**config.mk**
```make
export PLATFORM = sky130hd
export DESIGN_NAME = mem_access_unit_flat
export DESIGN_NICKNAME = d
export VERILOG_FILES = /design/src/rtl/mem_access_unit_if.sv /design/src/rtl/mem_access_unit.sv /design/src/flat_wrapper.sv
export SDC_FILE = /design/constraint.sdc
export NUM_CORES = 1
export LEC_CHECK = 0
export CAP_MARGIN = 20
export CELL_PAD_IN_SITES_DETAIL_PLACEMENT = 1
export CELL_PAD_IN_SITES_GLOBAL_PLACEMENT = 1
export CORE_UTILIZATION = 25
export DETAILED_ROUTE_END_ITERATION = 8
export PLACE_DENSITY = 0.77
export SYNTH_ARGS = -nofsm -noshare
export SYNTH_HDL_FRONTEND = slang
export SYNTH_SLANG_ARGS = --single-unit
```
**constraint.sdc**
```tcl
create_clock -name clk -period 1.7 [get_ports clk]
set_input_delay 0.255 -clock clk [delete_from_list [all_inputs] [get_ports clk]]
set_output_delay 0.255 -clock clk [all_outputs]
set_load 0.03 [all_outputs]
```
**src/rtl/mem_access_unit_if.sv**
```systemverilog
// Data-memory bus between the MEM-stage access unit (master) and the data memory (slave).
// The request fields stay stable from issue until the memory returns dmem_ack.
interface mem_access_unit_if;
    logic        dmem_req;
    logic        dmem_we;
    logic [31:0] dmem_addr;
    logic [31:0] dmem_wdata;
    logic [3:0]  dmem_be;
    logic        dmem_ack;
    logic [31:0] dmem_rdata;

    modport master (
        output dmem_req, dmem_we, dmem_addr, dmem_wdata, dmem_be,
        input  dmem_ack, dmem_rdata
    );

    modport slave (
        input  dmem_req, dmem_we, dmem_addr, dmem_wdata, dmem_be,
        output dmem_ack, dmem_rdata
    );
endinterface

```
**src/rtl/mem_access_unit.sv**
```systemverilog
// MEM-stage access unit: drives data-memory loads/stores through an IDLE/WAIT/DONE
// handshake, stalls the pipeline while an access is outstanding, aligns and extends
// load data, and resolves branch/jump redirects.
// Optional feature: define MEM_TIMEOUT_EN to add the timeout_err output and a WAIT
// watchdog that abandons an access after 255 cycles without dmem_ack.
module mem_access_unit (
    input  logic        clk,
    input  logic        reset,
    input  logic        mr,
    input  logic        mw,
    input  logic        br,
    input  logic        j,
    input  logic        jr,
    input  logic [2:0]  funct3,
    input  logic [31:0] alu_result,
    input  logic [31:0] adder_result,
    input  logic [31:0] rd2,
    input  logic        zero,
    input  logic        neg,
    input  logic        carry,
    input  logic        overflow,
    mem_access_unit_if.master dmem,
    output logic [31:0] load_data,
    output logic        stall,
    output logic        pc_src,
    output logic [31:0] pc_target,
    output logic        misalign
`ifdef MEM_TIMEOUT_EN
    ,
    output logic        timeout_err
`endif
);

    typedef enum logic [1:0] {
        IDLE = 2'd0,
        WAIT = 2'd1,
        DONE = 2'd2
    } state_t;

    // Access size codes: 0 = undefined funct3, 1 = byte, 2 = halfword, 3 = word
    function automatic logic [1:0] access_size(input logic [2:0] f3);
        case (f3)
            3'b000, 3'b100: return 2'd1;
            3'b001, 3'b101: return 2'd2;
            3'b010:         return 2'd3;
            default:        return 2'd0;
        endcase
    endfunction

    function automatic logic is_aligned(input logic [1:0] size, input logic [1:0] lane);
        case (size)
            2'd2:    return ~lane[0];
            2'd3:    return (lane == 2'b00);
            default: return 1'b1;
        endcase
    endfunction

    function automatic logic [3:0] byte_enables(input logic [1:0] size, input logic [1:0] lane);
        case (size)
            2'd1:    return 4'b0001 << lane;
            2'd2:    return lane[1] ? 4'b1100 : 4'b0011;
            2'd3:    return 4'b1111;
            default: return 4'b0000;
        endcase
    endfunction

    // Narrow stores replicate the datum across every lane so the byte enables alone pick the target
    function automatic logic [31:0] store_data(input logic [1:0] size, input logic [31:0] d);
        case (size)
            2'd1:    return {4{d[7:0]}};
            2'd2:    return {2{d[15:0]}};
            default: return d;
        endcase
    endfunction

    function automatic logic [31:0] load_extract(input logic [2:0] f3, input logic [1:0] lane,
                                                 input logic [31:0] rd);
        logic [31:0]        sh;
        logic signed [31:0] sx;
        sh = rd >> {lane, 3'b000};
        case (f3)
            3'b000:  begin sx = $signed(sh[7:0]);  return sx; end
            3'b001:  begin sx = $signed(sh[15:0]); return sx; end
            3'b100:  return {24'd0, sh[7:0]};
            3'b101:  return {16'd0, sh[15:0]};
            3'b010:  return sh;  // word accesses are always lane 0
            default: return 32'd0;
        endcase
    endfunction

    function automatic logic branch_cond(input logic [2:0] f3, input logic z, input logic n,
                                         input logic c, input logic v);
        case (f3)
            3'b000:  return z;
            3'b001:  return ~z;
            3'b100:  return n ^ v;
            3'b101:  return ~(n ^ v);
            3'b110:  return ~c;
            3'b111:  return c;
            default: return 1'b0;
        endcase
    endfunction

    state_t      state, state_n;
    logic        req_q, we_q;
    logic [31:0] addr_q, wdata_q;
    logic [3:0]  be_q;
    logic [2:0]  f3_p1;
    logic [1:0]  lane_p1;
    logic [1:0]  size;
    logic        access, aligned, issue, misalign_set, timeout_hit, finish;

    assign access  = mr | mw;
    assign size    = access_size(funct3);
    assign aligned = is_aligned(size, alu_result[1:0]);
    assign finish  = (state == WAIT) && (dmem.dmem_ack || timeout_hit);

    assign dmem.dmem_req   = req_q;
    assign dmem.dmem_we    = we_q;
    assign dmem.dmem_addr  = addr_q;
    assign dmem.dmem_wdata = wdata_q;
    assign dmem.dmem_be    = be_q;

    // State register
    always_ff @(posedge clk) begin
        if (reset) state <= IDLE;
        else       state <= state_n;
    end

    // Next-state logic; DONE always returns to IDLE so the held instruction is not reissued
    always_comb begin
        state_n = state;
        case (state)
            IDLE:    if (access && aligned) state_n = WAIT;
            WAIT:    if (dmem.dmem_ack || timeout_hit) state_n = DONE;
            DONE:    state_n = IDLE;
            default: state_n = IDLE;
        endcase
    end

    // FSM outputs: issue strobe, misalignment detection and pipeline stall
    always_comb begin
        issue        = 1'b0;
        misalign_set = 1'b0;
        stall        = 1'b0;
        case (state)
            IDLE: begin
                issue        = access & aligned;
                misalign_set = access & ~aligned;
                stall        = access & aligned;
            end
            WAIT:    stall = 1'b1;
            default: ;
        endcase
    end

    // Memory request registers: loaded at issue, held through WAIT, released on completion
    always_ff @(posedge clk) begin
        if (reset) begin
            req_q   <= 1'b0;
            we_q    <= 1'b0;
            addr_q  <= 32'd0;
            wdata_q <= 32'd0;
            be_q    <= 4'd0;
        end else if (issue) begin
            req_q   <= 1'b1;
            we_q    <= mw;
            addr_q  <= {alu_result[31:2], 2'b00};
            wdata_q <= store_data(size, rd2);
            be_q    <= byte_enables(size, alu_result[1:0]);
        end else if (finish) begin
            req_q   <= 1'b0;
            we_q    <= 1'b0;
            be_q    <= 4'd0;
        end
    end

    // Load formatting context captured with the request
    always_ff @(posedge clk) begin
        if (issue) begin
            f3_p1   <= funct3;
            lane_p1 <= alu_result[1:0];
        end
    end

    // Load result: formatted on ack for loads only; cleared when the access times out
    always_ff @(posedge clk) begin
        if (reset) begin
            load_data <= 32'd0;
        end else if (state == WAIT) begin
            if (dmem.dmem_ack) begin
                if (!we_q) load_data <= load_extract(f3_p1, lane_p1, dmem.dmem_rdata);
            end else if (timeout_hit) begin
                load_data <= 32'd0;
            end
        end
    end

    // Misalignment pulse, one cycle after the offending instruction is seen
    always_ff @(posedge clk) begin
        if (reset) misalign <= 1'b0;
        else       misalign <= misalign_set;
    end

`ifdef MEM_TIMEOUT_EN
    logic [7:0] wait_cnt;

    // The 255th consecutive WAIT cycle without ack ends the access
    assign timeout_hit = (state == WAIT) && !dmem.dmem_ack && (wait_cnt == 8'd254);

    // WAIT-cycle watchdog and sticky error flag
    always_ff @(posedge clk) begin
        if (reset) begin
            wait_cnt    <= 8'd0;
            timeout_err <= 1'b0;
        end else if (state != WAIT) begin
            wait_cnt    <= 8'd0;
        end else begin
            wait_cnt    <= wait_cnt + 8'd1;
            if (timeout_hit) timeout_err <= 1'b1;
        end
    end
`else
    assign timeout_hit = 1'b0;
`endif

    // Redirects are suppressed while the pipeline is frozen
    assign pc_src    = ((br & branch_cond(funct3, zero, neg, carry, overflow)) | j | jr) & ~stall;
    assign pc_target = jr ? {alu_result[31:1], 1'b0} : adder_result;

endmodule

```
**src/flat_wrapper.sv**
```systemverilog
// flat-port wrapper written by rule: the top's interface ports become plain ports
module mem_access_unit_flat 
  (clk, reset, mr, mw, br, j, jr, funct3, alu_result, adder_result, rd2, zero, neg, carry, overflow, load_data, stall, pc_src, pc_target, misalign, dmem_dmem_req, dmem_dmem_we, dmem_dmem_addr, dmem_dmem_wdata, dmem_dmem_be, dmem_dmem_ack, dmem_dmem_rdata);
  mem_access_unit_if dmem_i ();
  input  logic clk;
  input  logic reset;
  input  logic mr;
  input  logic mw;
  input  logic br;
  input  logic j;
  input  logic jr;
  input  logic [2:0] funct3;
  input  logic [31:0] alu_result;
  input  logic [31:0] adder_result;
  input  logic [31:0] rd2;
  input  logic zero;
  input  logic neg;
  input  logic carry;
  input  logic overflow;
  output logic [31:0] load_data;
  output logic stall;
  output logic pc_src;
  output logic [31:0] pc_target;
  output logic misalign;
  output wire logic [$bits(dmem_i.dmem_req)-1:0] dmem_dmem_req;
  output wire logic [$bits(dmem_i.dmem_we)-1:0] dmem_dmem_we;
  output wire logic [$bits(dmem_i.dmem_addr)-1:0] dmem_dmem_addr;
  output wire logic [$bits(dmem_i.dmem_wdata)-1:0] dmem_dmem_wdata;
  output wire logic [$bits(dmem_i.dmem_be)-1:0] dmem_dmem_be;
  input wire logic [$bits(dmem_i.dmem_ack)-1:0] dmem_dmem_ack;
  input wire logic [$bits(dmem_i.dmem_rdata)-1:0] dmem_dmem_rdata;
  assign dmem_dmem_req = dmem_i.dmem_req;
  assign dmem_dmem_we = dmem_i.dmem_we;
  assign dmem_dmem_addr = dmem_i.dmem_addr;
  assign dmem_dmem_wdata = dmem_i.dmem_wdata;
  assign dmem_dmem_be = dmem_i.dmem_be;
  assign dmem_i.dmem_ack = dmem_dmem_ack;
  assign dmem_i.dmem_rdata = dmem_dmem_rdata;
  mem_access_unit u_core (.clk(clk), .reset(reset), .mr(mr), .mw(mw), .br(br), .j(j), .jr(jr), .funct3(funct3), .alu_result(alu_result), .adder_result(adder_result), .rd2(rd2), .zero(zero), .neg(neg), .carry(carry), .overflow(overflow), .dmem(dmem_i), .load_data(load_data), .stall(stall), .pc_src(pc_src), .pc_target(pc_target), .misalign(misalign));
endmodule
```
==> impl_metrics.env, run 1 <==
export IMPL_postSynthAreaPerCell_sq_um=8.71
export IMPL_largest_net_degree_at_the_start_of_global_routing=61
export IMPL_gp_congestion=0.812
export IMPL_most_frequent_standard_cell_in_the_layout_excluding_fill_and_tap_cells="clkdlybuf4s50_1"
export IMPL_synth_top_family_by_area="compound AO/OA/AOI/OAI gates"
export IMPL_number_of_port_buffers=277
export IMPL_yosys_register_bits=108
export IMPL_worst_path_max_fanout=4
export IMPL_cp_slowest_stage_delay_ns=0.21
export IMPL_postRouteWirelength_um=24200
export IMPL_insertion_delay_ns=0.35
export IMPL_grt_pass1_vias=6520
export IMPL_outcome="completed"
export IMPL_cts_tree="done"
export IMPL_ys_flop_type="dfxtp_1"
export IMPL_gr_usage_all_layers=0.207
export IMPL_min_delay_path_class="in2reg"
export IMPL_vdd_ir_drop_max_uv=504
export IMPL_endpoint_kind="output pin"
export IMPL_fin_crit_ns=1.69
export IMPL_die_h_um=151
export IMPL_adder_cell_share_of_the_synthesized_area=0
export IMPL_cts_root_buf="clkbuf_16"
export IMPL_netlist_top_cells_area="dfxtp_1, a21oi_1, mux2_2"
export IMPL_synth_simple_gate_area_share=0.139
export IMPL_async_flop_share=0
export IMPL_hold_worst_slack_ns=0.153
export IMPL_clockBufferDepth=2
export IMPL_power_static_leakage_nw=4.05
export IMPL_top_level_i_o_count=280
export IMPL_numCtsBuffers=9
export IMPL_fp_dieW_um=151
export IMPL_cp_data_required_time_ns=1.44
export IMPL_layout_area_overhead_vs_synth_pct=78.5
export IMPL_maxCapViolations=0
export IMPL_diodes=0
export IMPL_cp_num_buf_inv=3
export IMPL_upper_clock_frequency_limit_ghz=0.593
export IMPL_timing_critical_path_max_delay_family="compound AO/OA/AOI/OAI gates"
export IMPL_placed_instances=1237
export IMPL_cts_reportedPaths_clkPinSlew_ns=0.07
export IMPL_post_synth_inst_count=637
export IMPL_detail_route_antenna_nets=0
export IMPL_compound_cell_area_share_of_the_yosys_netlist=0.282
export IMPL_final_tns_setup_ns=0
export IMPL_drt_pre_antenna_iters=4
export IMPL_yosysTopAreaCell="dfxtp_1"
export IMPL_finish_cell_count_without_fillers=1261
export IMPL_crit_path_start_kind="input port"
export IMPL_via_cell_ratio=5.02
export IMPL_synth_area_mux_share=0.126
export IMPL_first_pass_grt_wire_length_um=36000
export IMPL_synth_sequential_area_ratio=0.399
export IMPL_fp_dieArea_sq_um=22800
export IMPL_layout_drive_gt1_share=0.236
export IMPL_numClockSinks=108
export IMPL_yosys_area_share_xor_xnor=0.00316
export IMPL_initial_antenna_violation_count=0
export IMPL_cts_htree_levels=3
export IMPL_utilization_after_layout=0.455
export IMPL_report_power_total_mw=7.73
export IMPL_p_per_area_nw_per_um2=780
export IMPL_unrepaired_setup_endpoints_after_global_routing="true"
export IMPL_finalCritPeriodShare=0.992
export IMPL_synth_distinct_cells=53
export IMPL_worst_path_max_delay_cell="a21o_4"
export IMPL_final_cell_mix="clkdlybuf4s50_1, buf_4, dfxtp_1, a21oi_1, nand2_1"
export IMPL_initial_util=0.255
export IMPL_path_cells="buf_4 -> buf_4 -> nand3b_1 -> o31a_4 -> a21o_4 -> a211oi_4 -> buf_6"
export IMPL_dp_hpwl_um=18300
export IMPL_remaining_drc_errors=0
export IMPL_synth_top_area_share=0.372
export IMPL_fp_row_count=54
export IMPL_worst_ep_arrival_time_ns=1.43
export IMPL_timing_setup_critical_path_class="in2out"
export IMPL_final_hold_violation_count=0
export IMPL_synth_cell_area_sq_um=5550
export IMPL_critical_path_most_common_cell="buf_4"
export IMPL_yosysWarnings=0
export IMPL_synth_edff_count=5
export IMPL_wl_per_cell_um=19.2
export IMPL_finalSetupViolations=0
export IMPL_globalRoute_totalOverflow=0
export IMPL_dr_total_vias=6330
export IMPL_detail_route_iter0_violations=169
export IMPL_final_nets=1120
export IMPL_fin_skew_ns=0.00850
export IMPL_placeableCoreArea_sq_um=21800
export IMPL_timing_max_transition_violations_final=0
[metal layers]
layer | vias to the layer above | GRT usage | routed length [um]
met5 | - | 0 | 0
met4 | 0 | 0.0550 | 427
met3 | 24 | 0.0533 | 1520
met2 | 179 | 0.365 | 12300
met1 | 3085 | 0.246 | 9950
li1 | 3042 | - | -
[worst reg2reg max path: stages, from the launching register on]
cell      delay [ns]
edfxtp_1        0.43
or4b_4          0.60
nor2_4          0.13
buf_12          0.14
a21boi_2        0.06
a221oi_2        0.24
[synth_stat cells, types with 3 or more instances]
cell type / instances
nand2b_1: 5
a211o_1: 7
a211oi_1: 9
nor4_1: 4
o31ai_1: 8
buf_1: 11
or2_2: 3
o21ai_0: 54
a21oi_1: 78
a311oi_1: 8
mux2_2: 32
o2bb2ai_1: 8
buf_2: 16
a21boi_1: 8
nand2_1: 59
nor2_1: 24
mux2i_1: 34
a31oi_1: 8
dfxtp_1: 103
a21o_1: 10
nor2b_1: 12
nand3_1: 39
a221oi_2: 8
edfxtp_1: 5
a32oi_1: 8
clkbuf_1: 34
a31o_2: 4
o2111ai_1: 8
[worst paths after layout]
check | start | endpoint | slack (ns) | cells past startpoint
setup / recovery | alu_result[0] | pc_src | 0.01 | 7
hold / removal | reset | u_core.state[0] | 0.15 | 2
setup reg to reg | u_core.f3_p1[2] | u_core.load_data[27] | 0.02 | 5
hold reg to reg | u_core.dmem.dmem_req | u_core.dmem.dmem_req | 0.46 | 2
[metrics by stage]
| step | instance area, sq um | setup slack [ns] |
|---|---|---|
| floorplan | 5600 | -0.0126 |
| global placement | 9350 | -0.553 |
| detailed placement | 9350 | -0.568 |
| CTS | 9770 | -0.0865 |
| global route | 9900 | -0.0410 |
| finish | 9900 | 0.0128 |
[timing repair]
action	in CTS	in global routing
resized for setup	107	42
hold buffers	0	0
pin swaps	11	21
cloned	1	0
setup endpoints to repair	116	39
setup buffers	5	5
[layout make-up]
| cell class | count | area (sq um) |
|---|---|---|
| timing repair buffer | 391 | 3810 |
| tap | 280 | 350 |
| sequential | 108 | 2220 |
| clock inverter | 6 | 71.3 |
| inverter | 3 | 11.3 |
| multi-input combinational | 464 | 3210 |
| clock buffer | 9 | 225 |
| fill | 2504 | 11900 |
[cells by family (layout without fill, tap and decap cells)]
logic type	count (synthesis)	in the layout
AOI/OAI and AO/OA	234	234
xor gates and xnor gates	2	2
buffers and inverters	66	409
DFF	108	108
muxes	66	66
other	1	2
and+or+nand+nor	160	160
[registers in the layout, summed over array words and instances (netlist names)]
name,count
u_core.dmem.dmem_wdata,32
u_core.load_data,32
u_core.dmem.dmem_addr,30
u_core.dmem.dmem_be,4
u_core.f3_p1,3
u_core.lane_p1,2
u_core.state,2
u_core.dmem.dmem_req,1
u_core.dmem.dmem_we,1
u_core.misalign,1
[report_power, final]
group          total (mW)  internal, mW  switching, mW
Combinational        2.72          1.25           1.47
Clock                2.17          1.15           1.02
Sequential           2.84          2.74          0.106
Total                7.73          5.14           2.59
No activity file was read; power rests on OpenSTA's default activity.
==> run 2: changes to the inputs <==
Settings changed: CTS_BUF_LIST set to sky130_fd_sc_hd__clkbuf_2, REMOVE_ABC_BUFFERS set to 1.
==> run 2 against run 1 <==
The flow now finishes with violations (setup timing). Sequential power about the same. Sequential share of layout area up 1.8 points. Sequential cell count unchanged. Power down 13%. Critical endpoint unchanged.
==> impl_metrics.env, run 2 (synthesized netlist as in run 1, its figures left out) <==
export IMPL_min_delay_path_class="in2reg"
export IMPL_timing_setup_critical_path_class="in2out"
export IMPL_cts_root_buf="clkbuf_2"
export IMPL_dr_total_vias=6260
export IMPL_report_power_total_mw=6.74
export IMPL_worst_path_max_fanout=1
export IMPL_timing_slew_headroom=0.626
export IMPL_unrepaired_setup_endpoints_after_global_routing="true"
export IMPL_most_frequent_standard_cell_in_the_layout_excluding_fill_and_tap_cells="clkdlybuf4s50_1"
export IMPL_fp_dieW_um=151
export IMPL_largest_net_degree_at_the_start_of_global_routing=50
export IMPL_postLayoutSetupSlackWorst_ns=-0.351
export IMPL_timing_max_transition_violations_final=0
export IMPL_worst_path_max_delay_cell="clkdlybuf4s50_1"
export IMPL_cp_data_required_time_ns=1.44
export IMPL_p_per_area_nw_per_um2=717
export IMPL_endpoint_kind="output pin"
export IMPL_final_hold_violation_count=0
export IMPL_numClockSinks=108
export IMPL_upper_clock_frequency_limit_ghz=0.487
export IMPL_numCtsBuffers=9
export IMPL_actual_slew_at_the_worst_max_slew_pin_ns=0.561
export IMPL_p_switching_mw=2.60
export IMPL_placed_instances=1197
export IMPL_fillcell_total=2558
export IMPL_final_nets=1082
export IMPL_hold_worst_slack_ns=0.155
export IMPL_initial_antenna_violation_count=3
export IMPL_dr_max_layer_used="met5"
export IMPL_post_dp_cell_area_sq_um=8940
export IMPL_power_static_leakage_nw=3.53
export IMPL_met1Wirelength_um=9690
export IMPL_fp_dieArea_sq_um=22800
export IMPL_globalRoute_totalOverflow=0
export IMPL_finalSetupViolations=18
export IMPL_drt_pre_antenna_iters=4
export IMPL_gr_usage_all_layers=0.197
export IMPL_sw_frac_of_total=0.386
export IMPL_comb_power_share=0.388
export IMPL_placeableCoreArea_sq_um=21800
export IMPL_seq_power_share=0.426
export IMPL_via_cell_ratio=5.11
export IMPL_initial_util=0.255
export IMPL_insertion_delay_ns=0.64
export IMPL_critical_path_most_common_cell="buf_4"
export IMPL_first_pass_grt_wire_length_um=34600
export IMPL_cts_tree="done"
export IMPL_layout_area_overhead_vs_synth_pct=69.5
export IMPL_die_h_um=151
export IMPL_path_cells="clkdlybuf4s50_1 -> xnor2_2 -> buf_4 -> xnor2_1 -> a32oi_1 -> a211oi_2 -> buf_4"
export IMPL_fin_area_sq_um=9400
export IMPL_wl_per_cell_um=19.3
export IMPL_vdd_ir_drop_max_uv=321
export IMPL_dp_slack_ns=-0.615
export IMPL_postRouteWirelength_um=23600
export IMPL_outcome="complete, but fails checks"
export IMPL_grt_pass1_vias=6311
export IMPL_final_cell_mix="clkdlybuf4s50_1, buf_4, a21oi_1, nand2_1, clkdlybuf4s15_2"
export IMPL_fin_skew_ns=0.0367
export IMPL_cts_htree_levels=3
export IMPL_met3RoutedLength_um=1840
export IMPL_detail_route_iter0_violations=184
export IMPL_layout_drive_gt1_share=0.389
export IMPL_finalCritPeriodShare=1.21
export IMPL_number_of_port_buffers=277
export IMPL_clockBufferDepth=2
export IMPL_finish_cell_count_without_fillers=1225
export IMPL_detail_route_antenna_nets=0
export IMPL_gp_congestion=0.831
export IMPL_cp_slowest_stage_delay_ns=0.46
export IMPL_power_share_clock=0.186
export IMPL_top_level_i_o_count=280
export IMPL_fin_crit_ns=2.05
export IMPL_crit_path_start_kind="input port"
export IMPL_worst_ep_arrival_time_ns=1.80
export IMPL_failed_checks="setup timing"
export IMPL_final_tns_setup_ns=-1.46
export IMPL_dp_hpwl_um=16900
export IMPL_remaining_drc_errors=0
export IMPL_wl_met2_um=11500
export IMPL_p_int_mw=4.14
export IMPL_utilization_after_layout=0.432
export IMPL_area_sequential_sq_um=2280
export IMPL_fp_row_count=54
export IMPL_maxCapViolations=0
export IMPL_multi_input_area_sq_um=3300
export IMPL_cts_reportedPaths_clkPinSlew_ns=0.35
## run 2: worst max-delay path: cells and delay by family
kind / cells / cell delay, ns
buffers and inverters: 3 / 0.81
AO/OA/AOI/OAI: 2 / 0.39
XOR/XNOR: 2 / 0.34
## run 2: repair_timing
action | 4_1_cts | 5_1_grt
setup buffers | 4 | 5
pin swaps | 17 | 29
cloned | 0 | 3
hold endpoints to repair | 14 | 0
gates resized for setup | 384 | 132
endpoints found under the setup margin | 134 | 101
hold buffers | 1 | 0
## run 2: path summary, 6_finish.rpt
path | from | endpoint | slack (ns) | depth (start not counted)
max | overflow | pc_src | -0.35 | 7
min | funct3[1] | u_core.f3_p1[1] | 0.15 | 2
min reg2reg | u_core.load_data[19] | u_core.load_data[19] | 0.47 | 2
max reg2reg | u_core.f3_p1[0] | u_core.load_data[30] | -0.08 | 5
## run 2: area by class of cell
type	count	area share
timing repair buffer	353	0.356
inverter	3	0.00173
multi-input combinational	464	0.351
antenna	1	0.000266
clock inverter	7	0.00692
sequential	108	0.242
clock buffer	9	0.00479
tap	280	0.0373
## run 2: per-layer routing
| metal | GRT usage | vias up |
|---|---|---|
| met4 | 0.0755 | 4 |
| met3 | 0.0581 | 45 |
| met5 | 0 | - |
| li1 | - | 2956 |
| met2 | 0.336 | 236 |
| met1 | 0.232 | 3019 |
## run 2: power groups by stage
stage	Sequential, mW	Combinational, mW	Clock [mW]
final	2.87	2.62	1.25
after global routing	2.90	2.79	1.42
after CTS	2.87	2.53	1.31
after detailed placement	2.90	2.58	0
after global placement	2.89	2.54	0
after floorplan	3.26	0.835	0
==> run 3: changes to the inputs <==
Settings changed: CTS_CLUSTER_DIAMETER set to 100, GPL_TIMING_DRIVEN set to 0, RECOVER_POWER set to 50.
==> run 3 against run 2 <==
The flow still finishes with violations (setup timing). Power increased by 0.94%. Sequential power is essentially flat. Register-to-register slack lost 0.07 ns. Via count is 0.91% lower. Design area up 0.43%. Clock skew increased by 0.0064 ns. Worst setup slack improved by 0.024 ns. Worst hold slack worse by 0.10 ns. Critical path type unchanged.
==> impl_metrics.env, run 3 (synthesized netlist as in run 1, its figures left out) <==
export IMPL_outcome="complete, but fails checks"
export IMPL_failed_checks="setup timing"
export IMPL_fin_skew_ns=0.0431
export IMPL_whs_endpoint="u_core.load_data[22]"
export IMPL_diodes=0
export IMPL_finalSetupViolations=23
export IMPL_actual_slew_at_the_worst_max_slew_pin_ns=0.659
export IMPL_dr_total_vias=6203
export IMPL_dp_hpwl_um=16700
export IMPL_numClockSinks=108
export IMPL_clockBufferDepth=2
export IMPL_gr_usage_all_layers=0.209
export IMPL_unrepaired_setup_endpoints_after_global_routing="true"
export IMPL_initial_antenna_violation_count=0
export IMPL_min_delay_path_class="in2reg"
export IMPL_cp_data_required_time_ns=1.44
export IMPL_detail_route_antenna_nets=0
export IMPL_final_hold_violation_count=0
export IMPL_crit_path_start_kind="input port"
export IMPL_worst_path_max_fanout=1
export IMPL_area_sequential_sq_um=2290
export IMPL_initial_util=0.255
export IMPL_timing_setup_critical_path_class="in2out"
export IMPL_fp_dieW_um=151
export IMPL_first_pass_grt_wire_length_um=36400
export IMPL_grt_util_met3=0.0623
export IMPL_power_static_leakage_nw=3.56
export IMPL_gr_usage_met1=0.242
export IMPL_globalRoute_totalOverflow=0
export IMPL_final_nets=1066
export IMPL_grt_pass1_vias=6532
export IMPL_grt_met2_usage=0.365
export IMPL_finalCritPeriodShare=1.19
export IMPL_layout_area_overhead_vs_synth_pct=70.3
export IMPL_timing_max_transition_violations_final=0
export IMPL_remaining_drc_errors=0
export IMPL_timing_hold_worst_path_depth=2
export IMPL_number_of_port_buffers=277
export IMPL_final_cell_mix="clkdlybuf4s50_1, a21oi_1, dfxtp_2, nand2_1, buf_2"
export IMPL_ff_to_ff_start="u_core.f3_p1[2]"
export IMPL_final_tns_setup_ns=-2.29
export IMPL_r2r_end="u_core.load_data[28]"
export IMPL_via_cell_ratio=5.13
export IMPL_hold_worst_slack_ns=0.0502
export IMPL_fillcell_total=2538
export IMPL_timing_hold_worst_start="reset"
export IMPL_worst_r2r_setup_slack_ns=-0.15
export IMPL_p_per_area_nw_per_um2=721
export IMPL_numCtsBuffers=9
export IMPL_die_h_um=151
export IMPL_worst_ep_arrival_time_ns=1.77
export IMPL_finish_cell_count_without_fillers=1208
export IMPL_grt_busiest_layer="met2"
export IMPL_fp_dieArea_sq_um=22800
export IMPL_layout_drive_gt1_share=0.362
export IMPL_cts_reportedPaths_clkPinSlew_ns=0.35
export IMPL_timing_slew_headroom=0.561
export IMPL_placeableCoreArea_sq_um=21800
export IMPL_vdd_ir_drop_max_uv=339
export IMPL_fin_area_sq_um=9440
export IMPL_upper_clock_frequency_limit_ghz=0.493
export IMPL_cts_htree_levels=3
export IMPL_multi_input_area_sq_um=3410
export IMPL_fin_crit_ns=2.03
export IMPL_utilization_after_layout=0.434
export IMPL_gp_congestion=0.787
export IMPL_insertion_delay_ns=0.67
export IMPL_cts_root_buf="clkbuf_2"
export IMPL_post_dp_cell_area_sq_um=8770
export IMPL_worst_r2r_path_depth=5
export IMPL_postRouteWirelength_um=24400
export IMPL_largest_net_degree_at_the_start_of_global_routing=59
export IMPL_maxCapViolations=0
export IMPL_fp_row_count=54
export IMPL_endpoint_kind="output pin"
export IMPL_postLayoutSetupSlackWorst_ns=-0.328
export IMPL_top_level_i_o_count=280
export IMPL_drt_pre_antenna_iters=4
export IMPL_placed_instances=1146
export IMPL_most_frequent_standard_cell_in_the_layout_excluding_fill_and_tap_cells="clkdlybuf4s50_1"
export IMPL_cts_tree="done"
export IMPL_detail_route_iter0_violations=205
export IMPL_wl_per_cell_um=20.2
==> run 3: changes by cell type in the layout (fill, tap and decap cells not counted), sizes merged <==
| cell | previous run | this run |
|---|---|---|
| buf | 145 | 111 |
| clkbuf | 11 | 10 |
| clkdlybuf4s15 | 58 | 37 |
| clkdlybuf4s18 | 7 | 11 |
| clkdlybuf4s50 | 139 | 135 |
| diode | 1 | 0 |
| dlygate4sd2 | 1 | 35 |
| dlygate4sd3 | 1 | 7 |
==> run 3: critical path, cell delays in order <==
cell and delay [ns]:
clkdlybuf4s50_1 0.43, xnor2_1 0.34, xnor2_1 0.17, a32oi_1 0.15
a211oi_2 0.24, buf_4 0.19
==> run 3: per-stage QoR <==
stage / power [mW] / setup slack [ns]
final: 6.81 / -0.328
after global routing: 7.15 / -0.413
after CTS: 6.79 / -0.363
after detailed placement: 5.46 / -1.88
after global placement: 5.28 / -4.37
after floorplan: 4.09 / -1.67
==> run 3: worst max-delay path by stage <==
stage                                       to  depth (start not counted)             from
floorplan                      u_core.f3_p1[0]                          3  u_core.state[0]
global placement    u_core.dmem.dmem_wdata[15]                          6               mw
detailed placement                      pc_src                          8        funct3[1]
CTS                                     pc_src                          4  u_core.state[0]
global route                            pc_src                          4  u_core.state[0]
finish                                  pc_src                          6         overflow
==> run 3: repair_timing <==
item,4_1_cts,5_1_grt
pin swaps,35,8
gates cloned,1,0
endpoints found under the setup margin,242,128
hold buffers,7,0
endpoints found under the hold margin,13,0
setup buffers,28,10
gates resized for setup,444,173
==> run 3: metal layers <==
metal,routed length [um],up-vias
li1,-,2936
met1,9690,2988
met2,12000,248
met3,2070,31
met4,605,0
met5,0,-
==> run 3: final cells by class <==
cell class	count	area share
Timing Repair inverter	1	0.000397
Timing Repair Buffer	336	0.346
Clock buffer	10	0.00530
Multi-Input combinational cell	464	0.361
Inverter	3	0.00185
Tap cell	280	0.0371
Clock inverter	6	0.00570
Sequential cell	108	0.243
==> run 3: report_power, final <==
group          total, mW  leakage (nW)  internal (mW)  switching (mW)
Sequential          2.87         0.916           2.77           0.102
Clock               1.25        0.0654          0.232            1.02
Combinational       2.69          2.58           1.16            1.53
Total               6.81          3.56           4.16            2.65
